### src/rtl/iram_loader.sv
// Instruction-RAM loader: turns a framed UART byte stream into sequential 16-bit
// IRAM writes, holding the core during the load and pulsing its reset afterwards.
module iram_loader #(
    parameter int         WIDTH          = 16,
    parameter int         IRAM_ADDR_BITS = 8,
    parameter logic [7:0] SYNC_BYTE      = 8'hA5,
    parameter int         TIMEOUT_CYCLES = 1000000
) (
    input  logic                      clk,
    input  logic                      reset,
    input  logic [7:0]                rx_data,
    input  logic                      rx_valid,
    output logic [IRAM_ADDR_BITS-1:0] iram_wa,
    output logic                      iram_wen,
    output logic [WIDTH-1:0]          iram_din,
    output logic                      cpu_hold,
    output logic                      cpu_rst,
    output logic                      busy,
    output logic                      load_done,
    output logic                      load_err
);

    localparam int AW = IRAM_ADDR_BITS;
    localparam int LW = IRAM_ADDR_BITS + 1;
    localparam int TW = (TIMEOUT_CYCLES > 1) ? $clog2(TIMEOUT_CYCLES) : 1;

    typedef enum logic [2:0] {S_IDLE, S_COUNT, S_HI, S_LO, S_CSUM} state_t;

    state_t            state_q, state_d;
    logic              busy_q, busy_d;
    logic [TW-1:0]     tmo_q, tmo_d;
    logic [LW-1:0]     left_q, left_d;
    logic [AW-1:0]     idx_q, idx_d;
    logic [7:0]        hi_q, hi_d;
    logic [7:0]        sum_q, sum_d;
    logic [AW-1:0]     wa_q, wa_d;
    logic [WIDTH-1:0]  din_q, din_d;
    logic              wen_q, wen_d;
    logic              hold_q, hold_d;
    logic              rst_q, rst_d;
    logic              done_q, done_d;
    logic              err_q, err_d;

    logic [TW-1:0]     tmo_inc;
    logic              expire;
    logic [7:0]        sum_next;

    assign tmo_inc  = tmo_q + TW'(1);
    assign expire   = (state_q != S_IDLE) && !rx_valid && (tmo_inc == TW'(TIMEOUT_CYCLES - 1));
    assign sum_next = sum_q + rx_data;

    // NOTE: every flop updates with <= so all _q values read in this edge are pre-edge values.
    always_ff @(posedge clk or posedge reset) begin
        if (reset) begin
            state_q <= S_IDLE;
            busy_q  <= 1'b0;
            tmo_q   <= '0;
            left_q  <= '0;
            idx_q   <= '0;
            hi_q    <= '0;
            sum_q   <= '0;
            wa_q    <= '0;
            din_q   <= '0;
            wen_q   <= 1'b0;
            hold_q  <= 1'b0;
            rst_q   <= 1'b0;
            done_q  <= 1'b0;
            err_q   <= 1'b0;
        end else begin
            state_q <= state_d;
            busy_q  <= busy_d;
            tmo_q   <= tmo_d;
            left_q  <= left_d;
            idx_q   <= idx_d;
            hi_q    <= hi_d;
            sum_q   <= sum_d;
            wa_q    <= wa_d;
            din_q   <= din_d;
            wen_q   <= wen_d;
            hold_q  <= hold_d;
            rst_q   <= rst_d;
            done_q  <= done_d;
            err_q   <= err_d;
        end
    end

    // NOTE: each signal assigned below gets a default first, so no path infers a latch.
    always_comb begin
        state_d = state_q;
        if (expire) begin
            state_d = S_IDLE;
        end else if (rx_valid) begin
            unique case (state_q)
                S_IDLE:  if (rx_data == SYNC_BYTE) state_d = S_COUNT;
                S_COUNT: state_d = S_HI;
                S_HI:    state_d = S_LO;
                S_LO:    state_d = (left_q == LW'(1)) ? S_CSUM : S_HI;
                S_CSUM:  state_d = S_IDLE;
                default: state_d = S_IDLE;
            endcase
        end
        busy_d = (state_d != S_IDLE);
    end

    always_comb begin
        tmo_d  = (state_q == S_IDLE || rx_valid || expire) ? '0 : tmo_inc;
        left_d = left_q;
        idx_d  = idx_q;
        hi_d   = hi_q;
        sum_d  = sum_q;
        wa_d   = wa_q;
        din_d  = din_q;
        wen_d  = 1'b0;
        hold_d = hold_q;
        rst_d  = 1'b0;
        done_d = 1'b0;
        err_d  = expire;
        if (rx_valid) begin
            unique case (state_q)
                S_IDLE: if (rx_data == SYNC_BYTE) hold_d = 1'b1;
                S_COUNT: begin
                    // A count of zero means the full RAM depth.
                    left_d = (rx_data == 8'h00) ? (LW'(1) << AW) : LW'(rx_data);
                    idx_d  = '0;
                    sum_d  = rx_data;
                end
                S_HI: begin
                    hi_d  = rx_data;
                    sum_d = sum_next;
                end
                S_LO: begin
                    sum_d  = sum_next;
                    wen_d  = 1'b1;
                    wa_d   = idx_q;
                    din_d  = WIDTH'({hi_q, rx_data});
                    idx_d  = idx_q + AW'(1);
                    left_d = left_q - LW'(1);
                end
                S_CSUM: begin
                    sum_d = sum_next;
                    if (sum_next == 8'h00) begin
                        done_d = 1'b1;
                        rst_d  = 1'b1;
                        hold_d = 1'b0;
                    end else begin
                        err_d = 1'b1;
                    end
                end
                default: ;
            endcase
        end
    end

    assign iram_wa   = wa_q;
    assign iram_wen  = wen_q;
    assign iram_din  = din_q;
    assign cpu_hold  = hold_q;
    assign cpu_rst   = rst_q;
    assign busy      = busy_q;
    assign load_done = done_q;
    assign load_err  = err_q;

endmodule

### config.mk
export PLATFORM = sky130hd
export DESIGN_NAME = iram_loader
export DESIGN_NICKNAME = d
export VERILOG_FILES = /design/src/rtl/iram_loader.sv
export SDC_FILE = /design/constraint.sdc
export NUM_CORES = 1
export LEC_CHECK = 0
export BUFFER_PORTS_ARGS = -buffer_cell sky130_fd_sc_hd__buf_2
export CORE_MARGIN = 2
export CORE_UTILIZATION = 55
export CTS_CLUSTER_SIZE = 24
export DETAILED_ROUTE_END_ITERATION = 10
export PLACE_DENSITY = 0.79
export SLEW_MARGIN = 15
export SYNTH_ARGS = -nofsm -noshare
export SYNTH_HDL_FRONTEND = slang
export SYNTH_SLANG_ARGS = --single-unit
### constraint.sdc
create_clock -name clk -period 2.9 [get_ports clk]
set_input_delay 0.29 -clock clk [delete_from_list [all_inputs] [get_ports clk]]
set_output_delay 0.29 -clock clk [all_outputs]
set_load 0.01 [all_outputs]
==> flow_metrics.tcl <==
set metrics [dict create \
    status "finished, final reports clean" \
    final_common_cell "dfrtp_1" \
    place_hpwl_um 6360 \
    cts_tree "yes" \
    synth_top_area_share_pct 48.9 \
    drive_gt1_share_pct 21.8 \
    nets 496 \
    fin_util_pct 63.7 \
    cts-hold-fix-buffers 0 \
    core_mm2 0.00769 \
    timing.fmax_mhz 399 \
    pin_count 41 \
    yosysUniqueCellTypes 55 \
    async_flop_share_pct 100 \
    cts_setup_buffers 0 \
    finalCritPeriodShare_pct 86.5 \
    synth-edff-count 0 \
    place_area_mm2 0.00467 \
    dp.cells 563 \
    cts_buffer_depth 2 \
    cp-start-kind "flop" \
    grtUsageTotal_pct 22.9 \
    ys.flop_type "dfrtp_1" \
    gp_congestion 0.874 \
    io_buffers 40 \
    drv_cap 0 \
    synth_warnings 0 \
    antenna_found_initial 0 \
    firstDrtPassIters 4 \
    cts.sinks 85 \
    grt_max_degree 45 \
    cts_made_buffers 9 \
    stdcell_count 579 \
    num_rows 32 \
    rsz0062_at_grt "false" \
    cts_resized 0 \
    initial_core_util_pct 56.6 \
    syn_to_final_growth_pct 12.7 \
    synth_seq_area_share_pct 48.9 \
    critical_path_required_ns 3.13 \
    avgSynthCellArea_um2 10.1 \
    power_leakage_uw 0.00214 \
    drv_slew 0 \
    dieWidth_um 92.9 \
    wirelength_um 8980 \
    worstPathArrival_ns 2.74 \
    hold_path.class "input pin to asynchronous set/reset pin" \
    drtIter0Drc 171 \
    post-route-min-period_ns 2.51 \
    grt_first_pass_wirelength_um 15500 \
    vias 3399 \
    syn_nets 455 \
    fin_skew_ns 0.00955 \
    wire_per_inst_um 15.5 \
    path_clk_slew_ns 0.09 \
    finalHoldViolations 0 \
    diodes 0 \
    synth_seq_cells 85 \
    htreeDepth 3 \
    syn_inst 431 \
    peakVddDrop_uv 465 \
    setup_tns_ns 0 \
    yosys.area.top_type "dfrtp_1" \
    syn_area_mm2 0.00435 \
    cts_root_buf "clkbuf_8" \
    ant_nets 0 \
    design_area_mm2 0.00490 \
    worstSetupPathType "flop to flop" \
    critPathCaptureType "flop" \
    setup_viol 0 \
    synthTopCellsByArea "dfrtp_1, mux2_2, nand2_1" \
    power_density_mw_per_mm2 750 \
    routed_via_density 5.87 \
    whs_ns 0.0502 \
    grt-ovfl-total 0 \
    die_y_um 92.9 \
    clk_latency_ns 0.36 \
    worst_pin_slew_ns 1.07 \
    grt_pass1_vias 3199 \
    slew_headroom_pct 28.7 \
    final_cell_mix "dfrtp_1, nand2_1, nor2_1, buf_2, mux2_2" \
    drc 0 \
    dieArea_mm2 0.00863 \
    path_max_fanout 18 \
]
cell usage after synthesis (all sizes together) (2+ instances only):
cell type   n
dfrtp      85
nand2      45
nor2       43
mux2       31
o21ai      28
a21oi      21
nand3      20
xnor2      16
clkbuf     14
inv        14
ha         12
nor3       10
xor2        8
nor4        7
or4         7
nand4       6
and3        5
mux2i       5
o31ai       5
nand2b      4
nor2b       4
a21o        3
a31oi       3
buf         3
or3         3
a211oi      2
a22o        2
o21a        2
o22ai       2
o31a        2
o32ai       2
or2         2
state kept, by name (all words and copies together), names as in the netlist, 3 cells and up:
signal,count
state_q,3
tmo_q,20
iram_din,16
left_q,9
hi_q,8
iram_wa,8
idx_q,8
sum_q,8
routing by layer:
layer,global-route usage [%],up-vias,part of all wire (%)
met2,37.1,76,50
li1,-,1615,-
met5,0,-,0
met1,31.0,1690,45
met4,9.19,0,1.9
met3,3.25,18,3.2
cell type report:
type	instances	area (um2)
inverters	14	53.8
clock inverters	5	82.6
fillers	630	2790
well taps	102	128
clock buffers	11	141
flip-flops and latches	85	2130
multi-input cells	315	2090
repair buffers	47	278
per-stage QoR:
step,total power (uW),worst slack (ns)
floorplan,2430,0.417
global placement,2710,0.470
detailed placement,2770,0.355
CTS,3700,0.388
global route,3930,0.238
finish,3670,0.391
logic make-up after synthesis:
kind of cell / count (synthesis) / share of synthesized area (%)
buffers and inverters: 31 / 3.05
multiplexers: 36 / 9.18
flip-flops: 85 / 48.9
XOR/XNOR: 24 / 4.83
AND/OR/NAND/NOR: 162 / 18.6
AO/OA/AOI/OAI: 80 / 11.5
adder cells (fa/ha/maj): 13 / 3.91
path summary, 6_finish.rpt:
| path | startpoint | end | slack (ns) | depth (start not counted) |
|---|---|---|---|---|
| max in group asynchronous | reset | left_q[7]$_DFFE_PP0P_ | 2.17 | 3 |
| max | tmo_q[6]$_DFF_PP0_ | busy$_DFF_PP0_ | 0.39 | 7 |
| max reg2reg | tmo_q[6]$_DFF_PP0_ | busy$_DFF_PP0_ | 0.39 | 7 |
| min reg2reg | tmo_q[0]$_DFF_PP0_ | tmo_q[0]$_DFF_PP0_ | 0.48 | 1 |
| min | reset | iram_wa[2]$_DFFE_PP0P_ | 0.05 | 2 |
| min in group clk | rx_valid | tmo_q[13]$_DFF_PP0_ | 0.22 | 2 |
critical path, cell delays in order, from the launching register on:
cell and delay (ns):
dfrtp_1 0.42, nand3_1 0.20, or4_4 0.59, or3_1 0.37
a211oi_2 0.32, nand3_2 0.16, nand2_4 0.22, o31ai_2 0.09
where the power goes:
group / total, uW / switching, uW / internal (uW)
Combinational: 1080 / 553 / 526
Clock: 935 / 422 / 512
Sequential: 1660 / 198 / 1460
Total: 3670 / 1170 / 2500
Note: power is estimated with default switching activity, not from simulation.
